===== src/rtl/instruction_fetch_unit_pkg.sv =====
// rtl/instruction_fetch_unit_pkg.sv - eco32 shared defines: bus size, fetch state encodings, reset vector
package instruction_fetch_unit_pkg;

  localparam logic [1:0]  BUS_SIZE_WORD = 2'b10;

  localparam logic [1:0]  FETCH_STATE_IDLE     = 2'd0;
  localparam logic [1:0]  FETCH_STATE_FETCH    = 2'd1;
  localparam logic [1:0]  FETCH_STATE_PREFETCH = 2'd2;
  localparam logic [1:0]  FETCH_STATE_DISCARD  = 2'd3;

  localparam logic [31:0] RESET_VECTOR_DEFAULT = 32'hE0000000;

  // Sequential successor; wraps modulo 2^32.
  function automatic logic [31:0] next_word_addr(input logic [31:0] a);
    return a + 32'd4;
  endfunction

endpackage


===== src/rtl/instruction_fetch_unit_prefetch_buffer.sv =====
// rtl/instruction_fetch_unit_prefetch_buffer.sv - one-entry prefetch buffer (valid, word address, data)
module instruction_prefetch_buffer (
  input  logic        clk,
  input  logic        reset_n,
  input  logic        fill_i,
  input  logic        inval_i,
  input  logic [29:0] fill_addr_i,
  input  logic [31:0] fill_data_i,
  input  logic [29:0] cmp_addr_i,
  output logic        hit_o,
  output logic [31:0] data_o
);

  logic        valid_q, valid_d;
  logic [29:0] addr_q, addr_d;
  logic [31:0] data_q, data_d;

  always_comb begin
    valid_d = valid_q;
    addr_d  = addr_q;
    data_d  = data_q;
    if (inval_i) valid_d = 1'b0;
    if (fill_i) begin
      valid_d = 1'b1;
      addr_d  = fill_addr_i;
      data_d  = fill_data_i;
    end
  end

  always_ff @(posedge clk or negedge reset_n) begin
    if (!reset_n) begin
      valid_q <= 1'b0;
      addr_q  <= '0;
      data_q  <= '0;
    end else begin
      valid_q <= valid_d;
      addr_q  <= addr_d;
      data_q  <= data_d;
    end
  end

  assign hit_o  = valid_q && (addr_q == cmp_addr_i);
  assign data_o = data_q;

endmodule


===== src/rtl/instruction_fetch_unit.sv =====
// rtl/instruction_fetch_unit.sv - ECO32 fetch stage: PC, demand bus reads, fault reporting
// Optional one-entry sequential prefetch when INSTRUCTION_PREFETCH_EN is defined.
module instruction_fetch_unit
  import instruction_fetch_unit_pkg::*;
#(
  parameter logic [31:0] RESET_VECTOR = RESET_VECTOR_DEFAULT
) (
  input  logic        clk,
  input  logic        reset_n,
  input  logic        fetchStart,
  input  logic        pcLoad,
  input  logic [31:0] pcLoadValue,
  output logic        busEnable,
  output logic [29:0] busAddress,
  input  logic        busWait,
  input  logic        busError,
  input  logic [31:0] busReadData,
  output logic [31:0] pc,
  output logic [31:0] currentInstruction,
  output logic [31:0] currentInstructionAddress,
  output logic        instructionValid,
  output logic        fetchBusy,
  output logic        fetchFault,
  output logic        fetchFaultMisaligned
);

  logic [1:0]  state_q, state_d;
  logic [31:0] pc_q, pc_d;
  logic [31:0] instr_q, instr_d;
  logic [31:0] instr_addr_q, instr_addr_d;
  logic [29:0] bus_addr_q, bus_addr_d;
  logic        valid_q, valid_d;
  logic        fault_q, fault_d;
  logic        misal_q, misal_d;
  logic [31:0] fetch_pc;
  logic        start_req;

`ifdef INSTRUCTION_PREFETCH_EN
  logic        arm_q, arm_d;
  logic        hold_q, hold_d;
  logic        pf_fill, pf_inval, pf_hit;
  logic [31:0] pf_data;

  instruction_prefetch_buffer u_prefetch_buffer (
    .clk         (clk),
    .reset_n     (reset_n),
    .fill_i      (pf_fill),
    .inval_i     (pf_inval),
    .fill_addr_i (bus_addr_q),
    .fill_data_i (busReadData),
    .cmp_addr_i  (fetch_pc[31:2]),
    .hit_o       (pf_hit),
    .data_o      (pf_data)
  );
`endif

  always_comb begin
    state_d      = state_q;
    pc_d         = pc_q;
    instr_d      = instr_q;
    instr_addr_d = instr_addr_q;
    bus_addr_d   = bus_addr_q;
    valid_d      = 1'b0;
    fault_d      = 1'b0;
    misal_d      = 1'b0;
    // A redirect in the same cycle as fetchStart fetches from the new PC.
    fetch_pc     = pcLoad ? pcLoadValue : pc_q;
`ifdef INSTRUCTION_PREFETCH_EN
    arm_d        = pcLoad ? 1'b0 : arm_q;
    hold_d       = hold_q;
    pf_fill      = 1'b0;
    pf_inval     = pcLoad;
    start_req    = fetchStart | hold_q;
`else
    start_req    = fetchStart;
`endif
    if (pcLoad) pc_d = pcLoadValue;

    case (state_q)
      FETCH_STATE_IDLE: begin
        if (start_req) begin
          if (fetch_pc[1:0] != 2'b00) begin
            fault_d = 1'b1;
            misal_d = 1'b1;
          end
`ifdef INSTRUCTION_PREFETCH_EN
          else if (pf_hit && !pcLoad) begin
            instr_d      = pf_data;
            instr_addr_d = fetch_pc;
            pc_d         = next_word_addr(fetch_pc);
            valid_d      = 1'b1;
            state_d      = FETCH_STATE_PREFETCH;
            bus_addr_d   = next_word_addr(fetch_pc) >> 2;
            arm_d        = 1'b0;
          end
`endif
          else begin
            state_d    = FETCH_STATE_FETCH;
            bus_addr_d = fetch_pc[31:2];
          end
`ifdef INSTRUCTION_PREFETCH_EN
          hold_d = 1'b0;
        end else if (arm_q && !pcLoad) begin
          state_d    = FETCH_STATE_PREFETCH;
          bus_addr_d = pc_q[31:2];
          arm_d      = 1'b0;
`endif
        end
      end
      FETCH_STATE_FETCH: begin
        if (!busWait) begin
          state_d = FETCH_STATE_IDLE;
          if (busError) begin
            fault_d = 1'b1;
          end else begin
            instr_d      = busReadData;
            instr_addr_d = {bus_addr_q, 2'b00};
            pc_d         = next_word_addr({bus_addr_q, 2'b00});
            valid_d      = 1'b1;
`ifdef INSTRUCTION_PREFETCH_EN
            arm_d        = 1'b1;
`endif
          end
        end
      end
`ifdef INSTRUCTION_PREFETCH_EN
      FETCH_STATE_PREFETCH: begin
        if (pcLoad) begin
          hold_d  = fetchStart;
          state_d = busWait ? FETCH_STATE_DISCARD : FETCH_STATE_IDLE;
        end else if (fetchStart) begin
          // The speculative read is for pc, so promote it to the demand read.
          if (busWait) begin
            state_d = FETCH_STATE_FETCH;
          end else begin
            state_d = FETCH_STATE_IDLE;
            if (busError) begin
              fault_d = 1'b1;
            end else begin
              instr_d      = busReadData;
              instr_addr_d = {bus_addr_q, 2'b00};
              pc_d         = next_word_addr({bus_addr_q, 2'b00});
              valid_d      = 1'b1;
              arm_d        = 1'b1;
            end
          end
        end else if (!busWait) begin
          state_d = FETCH_STATE_IDLE;
          pf_fill = !busError;
        end
      end
      FETCH_STATE_DISCARD: begin
        hold_d = hold_q | fetchStart;
        if (!busWait) state_d = FETCH_STATE_IDLE;
      end
`endif
      default: state_d = FETCH_STATE_IDLE;
    endcase
  end

  always_ff @(posedge clk or negedge reset_n) begin
    if (!reset_n) begin
      state_q      <= FETCH_STATE_IDLE;
      pc_q         <= RESET_VECTOR;
      instr_q      <= '0;
      instr_addr_q <= '0;
      bus_addr_q   <= '0;
      valid_q      <= 1'b0;
      fault_q      <= 1'b0;
      misal_q      <= 1'b0;
`ifdef INSTRUCTION_PREFETCH_EN
      arm_q        <= 1'b0;
      hold_q       <= 1'b0;
`endif
    end else begin
      state_q      <= state_d;
      pc_q         <= pc_d;
      instr_q      <= instr_d;
      instr_addr_q <= instr_addr_d;
      bus_addr_q   <= bus_addr_d;
      valid_q      <= valid_d;
      fault_q      <= fault_d;
      misal_q      <= misal_d;
`ifdef INSTRUCTION_PREFETCH_EN
      arm_q        <= arm_d;
      hold_q       <= hold_d;
`endif
    end
  end

`ifdef INSTRUCTION_PREFETCH_EN
  assign busEnable = (state_q != FETCH_STATE_IDLE);
`else
  assign busEnable = (state_q == FETCH_STATE_FETCH);
`endif
  assign fetchBusy                 = (state_q == FETCH_STATE_FETCH) || (state_q == FETCH_STATE_DISCARD);
  assign busAddress                = bus_addr_q;
  assign pc                        = pc_q;
  assign currentInstruction        = instr_q;
  assign currentInstructionAddress = instr_addr_q;
  assign instructionValid          = valid_q;
  assign fetchFault                = fault_q;
  assign fetchFaultMisaligned      = misal_q;

endmodule


===== config.mk =====
export PLATFORM = sky130hd
export DESIGN_NAME = instruction_fetch_unit
export DESIGN_NICKNAME = d
export VERILOG_FILES = /design/src/rtl/instruction_fetch_unit_pkg.sv /design/src/rtl/instruction_fetch_unit_prefetch_buffer.sv /design/src/rtl/instruction_fetch_unit.sv
export SDC_FILE = /design/constraint.sdc
export NUM_CORES = 1
export LEC_CHECK = 0
export CORE_ASPECT_RATIO = 0.5
export CORE_MARGIN = 5
export CORE_UTILIZATION = 45
export DETAILED_ROUTE_END_ITERATION = 16
export GPL_TIMING_DRIVEN = 0
export PLACE_DENSITY = 0.8
export SLEW_MARGIN = 10
export SYNTH_ARGS = -nofsm -noshare
export SYNTH_HDL_FRONTEND = slang
export SYNTH_SLANG_ARGS = --single-unit

===== constraint.sdc =====
create_clock -name clk -period 2.35 [get_ports clk]
set_clock_uncertainty 0.15 [all_clocks]
set_input_delay 0.705 -clock clk [delete_from_list [all_inputs] [get_ports clk]]
set_output_delay 0.705 -clock clk [all_outputs]
set_load 0.02 [all_outputs]

# Yosys cells after proc, flatten, opt, wreduce, memory -nomap -nowiden
# Cells that the tools add are included.
# totals
reg_bits	129
in_bits	70
out_inout_bits	131
elab_cells	40
# classes
n_addsub	1
eq_ne	5
n_mux	17
bitwise_logic	3
reduce_logical	6
# op_table
cell	count
$mux W32	4
$add A32 B3 Y32 const B	1
$reduce_and A3 Y1	3
$mux W1	8
$mux W2	3
$ne A2 B2 Y1 const B	3
$pmux W2 S2	1
$not A1 Y1	3
$eq A2 B1 Y1 const B	1
$eq A2 B2 Y1 const B	1
$logic_not A2 Y1	1
$pmux W1 S2	1
$reduce_bool A2 Y1	1
$logic_or A1 B1 Y1	1

# Logic depth before layout (Yosys ltp)
# logic_depth
word_depth	5
mapped_depth	7
depth_no_buf	5

# Least setup slack after synthesis
# Ideal clock, no wire load.
# synth_timing
kind	input to register
from	input busError
to	register pc_q[17], in the netlist pc[17]
setup_time_ps	141
arrival_ps	2021
required_time_ps	2059
path_slack_ps	38
path_stages	6
n_path_buf	3
cell_sequence	or3b_2 -> clkbuf_1 -> inv_1 -> clkbuf_1 -> buf_1 -> a31oi_1
# synth_via
elab_chain_len	3
# synth_lines
item	line_no	source
start, declared	instruction_fetch_unit.sv:16	input logic busError,
$mux W32	instruction_fetch_unit.sv:113	if (busError) begin
$mux W32	instruction_fetch_unit.sv:111	if (!busWait) begin
$mux W32	instruction_fetch_unit.sv:79	case (state_q)
named net pc_d[17]	instruction_fetch_unit.sv:28	logic [31:0] pc_q, pc_d;
end signal, assigned	instruction_fetch_unit.sv:177	pc_q <= pc_d;
end, declared	instruction_fetch_unit.sv:28	
# The timed path passes the listed nets, and every way through them passes these cells.
# A chain may end at the register's enable or synchronous reset.

# Worst setup path after layout
# layout_timing
from	register bus_addr_q[28], in the netlist busAddress[28]
to	output busAddress[28]
# layout_rtl
item	line_no	source
start, declared	instruction_fetch_unit.sv:31	logic [29:0] bus_addr_q, bus_addr_d;
start signal, assigned	instruction_fetch_unit.sv:180	bus_addr_q <= bus_addr_d;
end, declared	instruction_fetch_unit.sv:14	output logic [29:0] busAddress,
# No word-level cell between the ends.

==> impl_summary.txt <==
----------------------------------------------------
[Power and ir drop]
  Switching Fraction ... 36.0%
  Switch Pwr ... 3.60 mW
  Internal portion of total power ... 6.41 mW
  Combinational Power Share ... 36.4%
  Design Power ... 10.0 mW
  Clock network fraction of design power ... 28.5%
  Sequential Power Share ... 35.1%
  Pleak ... 3.96 nW
  Maximum ir drop on the vdd rail ... 0.568 mV
  Total power per unit cell area ... 1180 nW/um^2

[CTS]
  Register clock-pin slew on the reported worst setup and hold paths ... 60 ps
  Clock tree from TritonCTS ... built
  Root cell of the clock tree ... clkbuf_16
  Longest Clk Path Bufs ... 2
  Clock Sinks ... 128
  H-Tree Level Count ... 4
  Clock Latency Late Sink ... 410 ps
  Post-cts hold buffer count ... 0
  Number of buffers added by the clock tree synthesis step ... 17

[GRT]
  Via count of the first global-routing pass ... 5,326
  Global-route wire length before repair ... 27,800 um
  Number of antenna violations at the first check in global routing ... 0
  Gr ovfl total ... 0
  Total track usage ... 23.8%
  Pin count of the biggest net entering global routing ... 70

[Floorplanning]
  Number of core rows ... 28
  Die Outline Area ... 15,000 um^2
  Die Wd ... 168 um
  I/O Pins ... 201
  Starting density of the core ... 46.9%
  Area of the core ... 12,100 um^2
  Y dimension of the die ... 89.2 um

[STA]
  Number of hold-slack violations in the final timing report ... 0
  Count of final setup violators ... 0
  Worst path setup slack after routing ... 40.9 ps
  Setup repair after global routing missed its margin ... yes
  Time the final worst path needs with I/O delays and setup ... 2310 ps
  Upper clock frequency limit ... 433 MHz
  Slew of the pin with the lowest slew margin ... 962 ps
  Final worst-path cycle share ... 98.3%
  Sum of negative setup slack ... 0 ps
  Number of max-slew violations in the final report ... 0
  Tightest slew margin relative to the limit ... 35.9%

[Layout]
  Nets@finish ... 888
  Final core area utilization ... 70.7%
  Area growth syn-to-layout ... 50.8%
  ANT cells ... 0
  Fraction of final layout cells sized beyond drive strength 1 ... 8.92%
  Filler Cells Inserted ... 921
  Footprint of the flip-flops and latches ... 3210 um^2
  Layout Cells excl Fill ... 995
  Area of the multi-input gates ... 2250 um^2

[Synthesis]
  Predominant post-synthesis flop cell ... dfrtp_1
  Fraction of registers with async set/reset ... 100%
  Number of distinct library cells after synthesis ... 44
  Register bit total from synthesis ... 128
  Count of synthesis-stage warnings from yosys ... 0
  Average instance area after synthesis ... 9.40 um^2
  Number of enable flip-flop cells after synthesis ... 0
  Sequential fraction of the synthesis area ... 56.8%
  Synthesized netlist cell count ... 601
  Total standard cell area after synthesis ... 5650 um^2

[Worst setup path]
  Critical path data arrival time ... 1450 ps
  Required time of the critical path ... 1490 ps
  Buffering stage count on the worst path with inverters included ... 1
  Worst-path cell chain ... clkdlybuf4s50_1
  CP max stage delay ... 640 ps
  Highest-delay cell along the critical path ... clkdlybuf4s50_1
  Critical path fanouts, max ... 5
  Cell family contributing the most delay on the critical path ... buffers and inverters
  Startpoint type of the worst setup path ... flop
  Critical path type ... flop to output pin
  Kind of end point of the critical path ... output pin

[Detailed routing]
  Routed Antenna Nets ... 0
  DRT iter0 DRCs ... 436
  Final routed wirelength across all metal layers ... 17,800 um
  Number of remaining DRC errors ... 0
  Total iterations of the first detailed-routing run ... 4
  Via density ... 5.28
  Total via count after detailed routing ... 5,255
  Wirelength per Cell ... 17.9 um

[Place]
  Number of port buffers ... 197
  GPL Wtd Cong ... 0.831
  Half-perimeter wire length after placement ... 12,700 um
  Setup slack at placement ... -1110 ps
  DP Cell Count ... 965

[Worst hold path]
  Class of the tightest hold or removal check ... primary input to asynchronous set/reset pin

[Job]
  Max-capacitance violation count ... 0

[Outcome]
  Outcome ... completed

----------------------------------------------------
[path summary, 6_finish.rpt]
path / from / slack [ps] / endpoint / cells after the start
min in group clk: currentInstruction[27] / 320 / currentInstruction[27] / 2
min: reset_n / 160 / currentInstruction[28] / 1
max reg2reg: busAddress[5] / 60 / pc[31] / 6
max in group asynchronous: reset_n / 1130 / pc[30] / 2
min reg2reg: currentInstruction[27] / 320 / currentInstruction[27] / 2
max: busAddress[28] / 40 / busAddress[28] / 1
[stage by stage]
step	instance area, um^2	hold slack (ps)
final	8520	155
after global routing	8520	207
after CTS	8500	174
after detailed placement	7860	312
after global placement	7830	307
after floorplan	5650	259
[synthesized netlist by cell type (all sizes together), types with 5 or more instances]
| cell | instances | area (um^2) |
|---|---|---|
| dfrtp | 125 | 3130 |
| clkbuf | 31 | 119 |
| nor4 | 8 | 50.1 |
| o21ai | 37 | 185 |
| nand3 | 9 | 50.1 |
| nand2 | 225 | 845 |
| nor2 | 10 | 37.5 |
| and2 | 5 | 31.3 |
| buf | 15 | 78.8 |
| nand4 | 11 | 68.8 |
| nor3 | 7 | 35.0 |
| o31a | 7 | 61.3 |
| a21oi | 12 | 60.1 |
| mux2i | 39 | 390 |
[what timing repair did]
action,CTS,global route
setup buffers,1,0
cloned,0,0
gates resized for setup,41,13
endpoints found under the setup margin,108,96
[metal layers]
metal	global-route usage [%]	wire, um	vias up
met5	0	0	-
met4	10.7	479	0
met3	7.42	1550	35
met2	38.7	8340	219
met1	30.0	7440	2551
li1	-	-	2450
[power by group through the flow]
stage | logic, mW | registers (mW) | clock network [mW]
floorplan | 0.902 | 4.32 | 0
global placement | 3.68 | 3.49 | 0
detailed placement | 3.74 | 3.52 | 0
CTS | 3.67 | 3.49 | 2.88
global route | 3.90 | 3.62 | 3.00
finish | 3.64 | 3.52 | 2.86
[placed cells by master, fill, tap and decap left out, drive strengths merged, types with 2 or more instances in the layout]
master / n
nand2: 225
clkdlybuf4s50: 171
dfrtp: 125
clkbuf: 48
mux2i: 39
o21ai: 37
dlygate4sd2: 25
buf: 17
a21oi: 12
nand4: 11
nor2: 10
nand3: 9
nor4: 8
nor3: 7
o31a: 7
and2: 5
clkinv: 5
inv: 4
and4: 4
a211oi: 4
a31oi: 4
or3: 4
xnor2: 4
xor2: 4
clkinvlp: 4
bufinv: 4
or4: 4
a21o: 3
dfstp: 3
nor3b: 2
a31o: 2
and3: 2
o31ai: 2
a221oi: 2
o21a: 2
o311a: 2
conb: 2
[state kept, by name (all words and copies together) (netlist names)]
register,cells
currentInstruction,32
pc,32
busAddress,30
currentInstructionAddress,30
fetchFault,1
fetchFaultMisaligned,1
instructionValid,1
state_q,1
[kinds of logic after synthesis]
group	synth area share, %
mux	6.91
simple gates	22.2
compound gates	8.77
fa+ha+maj	0.221
flops	56.8
xor+xnor	1.24
other cells	0.0664
buf+inv	3.77
[cell type report]
type,instances,share of cell area [%]
clock inverters,13,2.19
inverters,4,0.176
well taps,165,2.42
flip-flops and latches,128,37.7
plain buffers,43,2.53
clock buffers,19,5.32
repair buffers,199,23.2
multi-input cells,424,26.4
(Power assumes the default switching activity.)
==> patch (same settings) <==
Take the reset off `instr_addr_q` and load it in a clocked block of its own.
--- a/src/rtl/instruction_fetch_unit.sv
+++ b/src/rtl/instruction_fetch_unit.sv
@@ -163,7 +163,6 @@
       state_q      <= FETCH_STATE_IDLE;
       pc_q         <= RESET_VECTOR;
       instr_q      <= '0;
-      instr_addr_q <= '0;
       bus_addr_q   <= '0;
       valid_q      <= 1'b0;
       fault_q      <= 1'b0;
@@ -176,7 +175,6 @@
       state_q      <= state_d;
       pc_q         <= pc_d;
       instr_q      <= instr_d;
-      instr_addr_q <= instr_addr_d;
       bus_addr_q   <= bus_addr_d;
       valid_q      <= valid_d;
       fault_q      <= fault_d;
@@ -186,6 +184,10 @@
       hold_q       <= hold_d;
 `endif
     end
+  end
+
+  always_ff @(posedge clk) begin
+    instr_addr_q <= instr_addr_d;
   end
 
 `ifdef INSTRUCTION_PREFETCH_EN
Formal check against the unedited RTL: differs if reset_n is asserted again (counterexample within 4 cycles, from zero or initial values and one cycle with reset_n low); with reset_n held inactive, the same outputs for 4 cycles.
==> patch against the unedited design <==
Total power is 14% lower. Worst setup slack lost 0.036 ns. Synthesized area down 3.1%. Combinational power fell by 30%. Wire length decreased by 7.3%. Final cell count is 9.5% lower. Worst hold slack better by 0.0016 ns. Design area shrank 1.8%. Register-to-register slack improved by 0.06 ns. Sequential power decreased by 4%. Sequential cell count is the same. Critical path type is now in -> reg. Largest power group is now registers.
==> patch: results (changes against the unedited design) <==
* Hpwl dp at 11700 um (-8.2%)
* CTS root buf: clkbuf_16
* IR drop worst, VDD at 0.000512 V (-9.9%)
* Via count at 4817 (-8.3%)
* Slowest CP cell: clkdlybuf4s50_1
* WP data arrival at 2.48 ns (+1.03 ns)
* DP Cell Count at 863 (-11%)
* Unique cell type count in the Yosys netlist at 50 (+14%)
* Filler cell count at 825 (-10%)
* HP Class: in -> async
* Non-filler instance count after layout at 900 (-9.5%)
* RePlAce Congestion at 0.875 (+5.2%)
* Initial antenna violation count at 0 (unchanged)
* Sequential element share of the synthesized area at 0.613 (+0.0455)
* Synth Flop Type: dfrtp_1
* Final net count at 793 (-11%)
* Initial drt markers at 504 (+16%)
* Place WS at -0.948 ns (+0.158 ns)
* Largest net degree at the start of global routing at 56 (-20%)
* Reg-to-Reg Start: busAddress[0]$_DFFE_PN0P_
* Num CTS Buffers at 17 (unchanged)
* Max_cap viols at 0 (unchanged)
* Drt pass-1 iters at 5 (+1)
* Share of cells above drive strength 1 at 0.0993 (+0.0102)
* Clk_lat worst skew at 0.41 ns (about the same)
* Most area-consuming cells after synthesis: dfrtp_1 (43%), edfxtp_1 (16%), nand2_1 (9.6%)
* GR Layer Usage met3 at 0.0685 (-0.00567)
* Synth top cells by count: nand2_1 (140), dfrtp_1 (95), mux2i_1 (40)
* Crit. Startpoint: busWait
* Buffers on Ports at 197 (unchanged)
* First-pass GRT wire length at 25800 um (-7.3%)
* Cts-stage hold buffer count at 0 (unchanged)
* Status: completed
* Reg2reg end: pc[26]$_DFF_PN0_
* Met2 Track Usage GR at 0.399 (+0.0118)
* Longest Clk Path Bufs at 2 (unchanged)
* DRT Wirelength at 16500 um (-7.3%)
* Critical Path Max Stage Delay at 0.49 ns (-0.15 ns)
* Hold WS at 0.157 ns (+0.00159 ns)
* N_diodes at 0 (unchanged)
* R2r setup slk at 0.12 ns (+0.06 ns)
* Tot GR Track Use at 0.227 (-0.0117)
* Avg Inst Size Synth at 11.0 um2 (+17%)
* Vias in the first global route at 4865 (-8.7%)
* CTS H-tree depth at 4 (unchanged)
* CTS clk-pin slew, worst paths at 0.06 ns (about the same)
* Share of synthesized registers carrying an async set or reset at 0.766 (-0.234)
* Rel. slew slack at 0.424 (+0.0655)
* Leak pwr at 3.64 nW (-8.0%)
* Met1 usage at 0.267 (-0.0330)
* Crit path max fanout at 10 (+5)
* Post-synth EDFFs at 30 (+30)
* Yosys Warn Count at 0 (unchanged)
* Worst Reg-to-Reg Cells at 5 (-1)
-- patch: how the worst max path moves through the flow --
stage,endpoint,slack (ns),depth (start not counted)
after floorplan,currentInstructionAddress[10]$_DFFE_PP_,0.08,4
after global placement,pc[20]$_DFF_PN0_,-3.26,1
after detailed placement,currentInstructionAddress[25]$_DFFE_PP_,-0.95,6
after CTS,pc[30]$_DFF_PN1_,-0.19,5
after global routing,currentInstructionAddress[16]$_DFFE_PP_,-0.01,6
final,pc[27]$_DFF_PN0_,0.005,7
-- patch: what timing repair did --
action,in CTS,in global routing
setup endpoints to repair,123,70
endpoints found under the hold margin,0,0
resized for setup,40,14
setup buffers,0,5
pin swaps,0,3
-- patch: cell type report --
class	count	area share
multi-input combinational	338	0.240
sequential	128	0.402
clock buffer	17	0.0509
inverter	3	0.00135
tap	165	0.0247
timing repair buffer	203	0.239
buffer	31	0.0197
clock inverter	15	0.0232
-- patch: metal layers --
metal,vias to the layer above,share of wire
met1,2340,0.39
met2,229,0.51
met5,-,0
met4,0,0.023
met3,35,0.077
li1,2213,-
-- patch: power breakdown --
part | leakage (nW) | internal [mW] | switching (mW)
Combinational | 1.88 | 1.14 | 1.41
Clock | 0.290 | 1.77 | 0.978
Sequential | 1.47 | 2.84 | 0.533
Total | 3.64 | 5.74 | 2.92
-- patch: critical path: cells and delay by family --
family | cells | cell delay, ns
AND/OR/NAND/NOR | 1 | 0.13
buffers and inverters | 4 | 1.19
AO/OA/AOI/OAI | 2 | 0.45
-- patch: cell families after synthesis --
group,synth area share
multiplexers,0.0731
other,0.000685
adder cells (fa/ha/maj),0.00229
buffers and inverters,0.0263
XOR/XNOR,0.0144
AND/OR/NAND/NOR,0.184
AO/OA/AOI/OAI,0.0862
flip-flops,0.613
-- patch: metrics by stage --
stage | instance area [um2] | util
after global routing | 8370 | 0.706
after global placement | 7660 | 0.647
after detailed placement | 7680 | 0.649
after CTS | 8290 | 0.700
final | 8370 | 0.706
after floorplan | 5480 | -
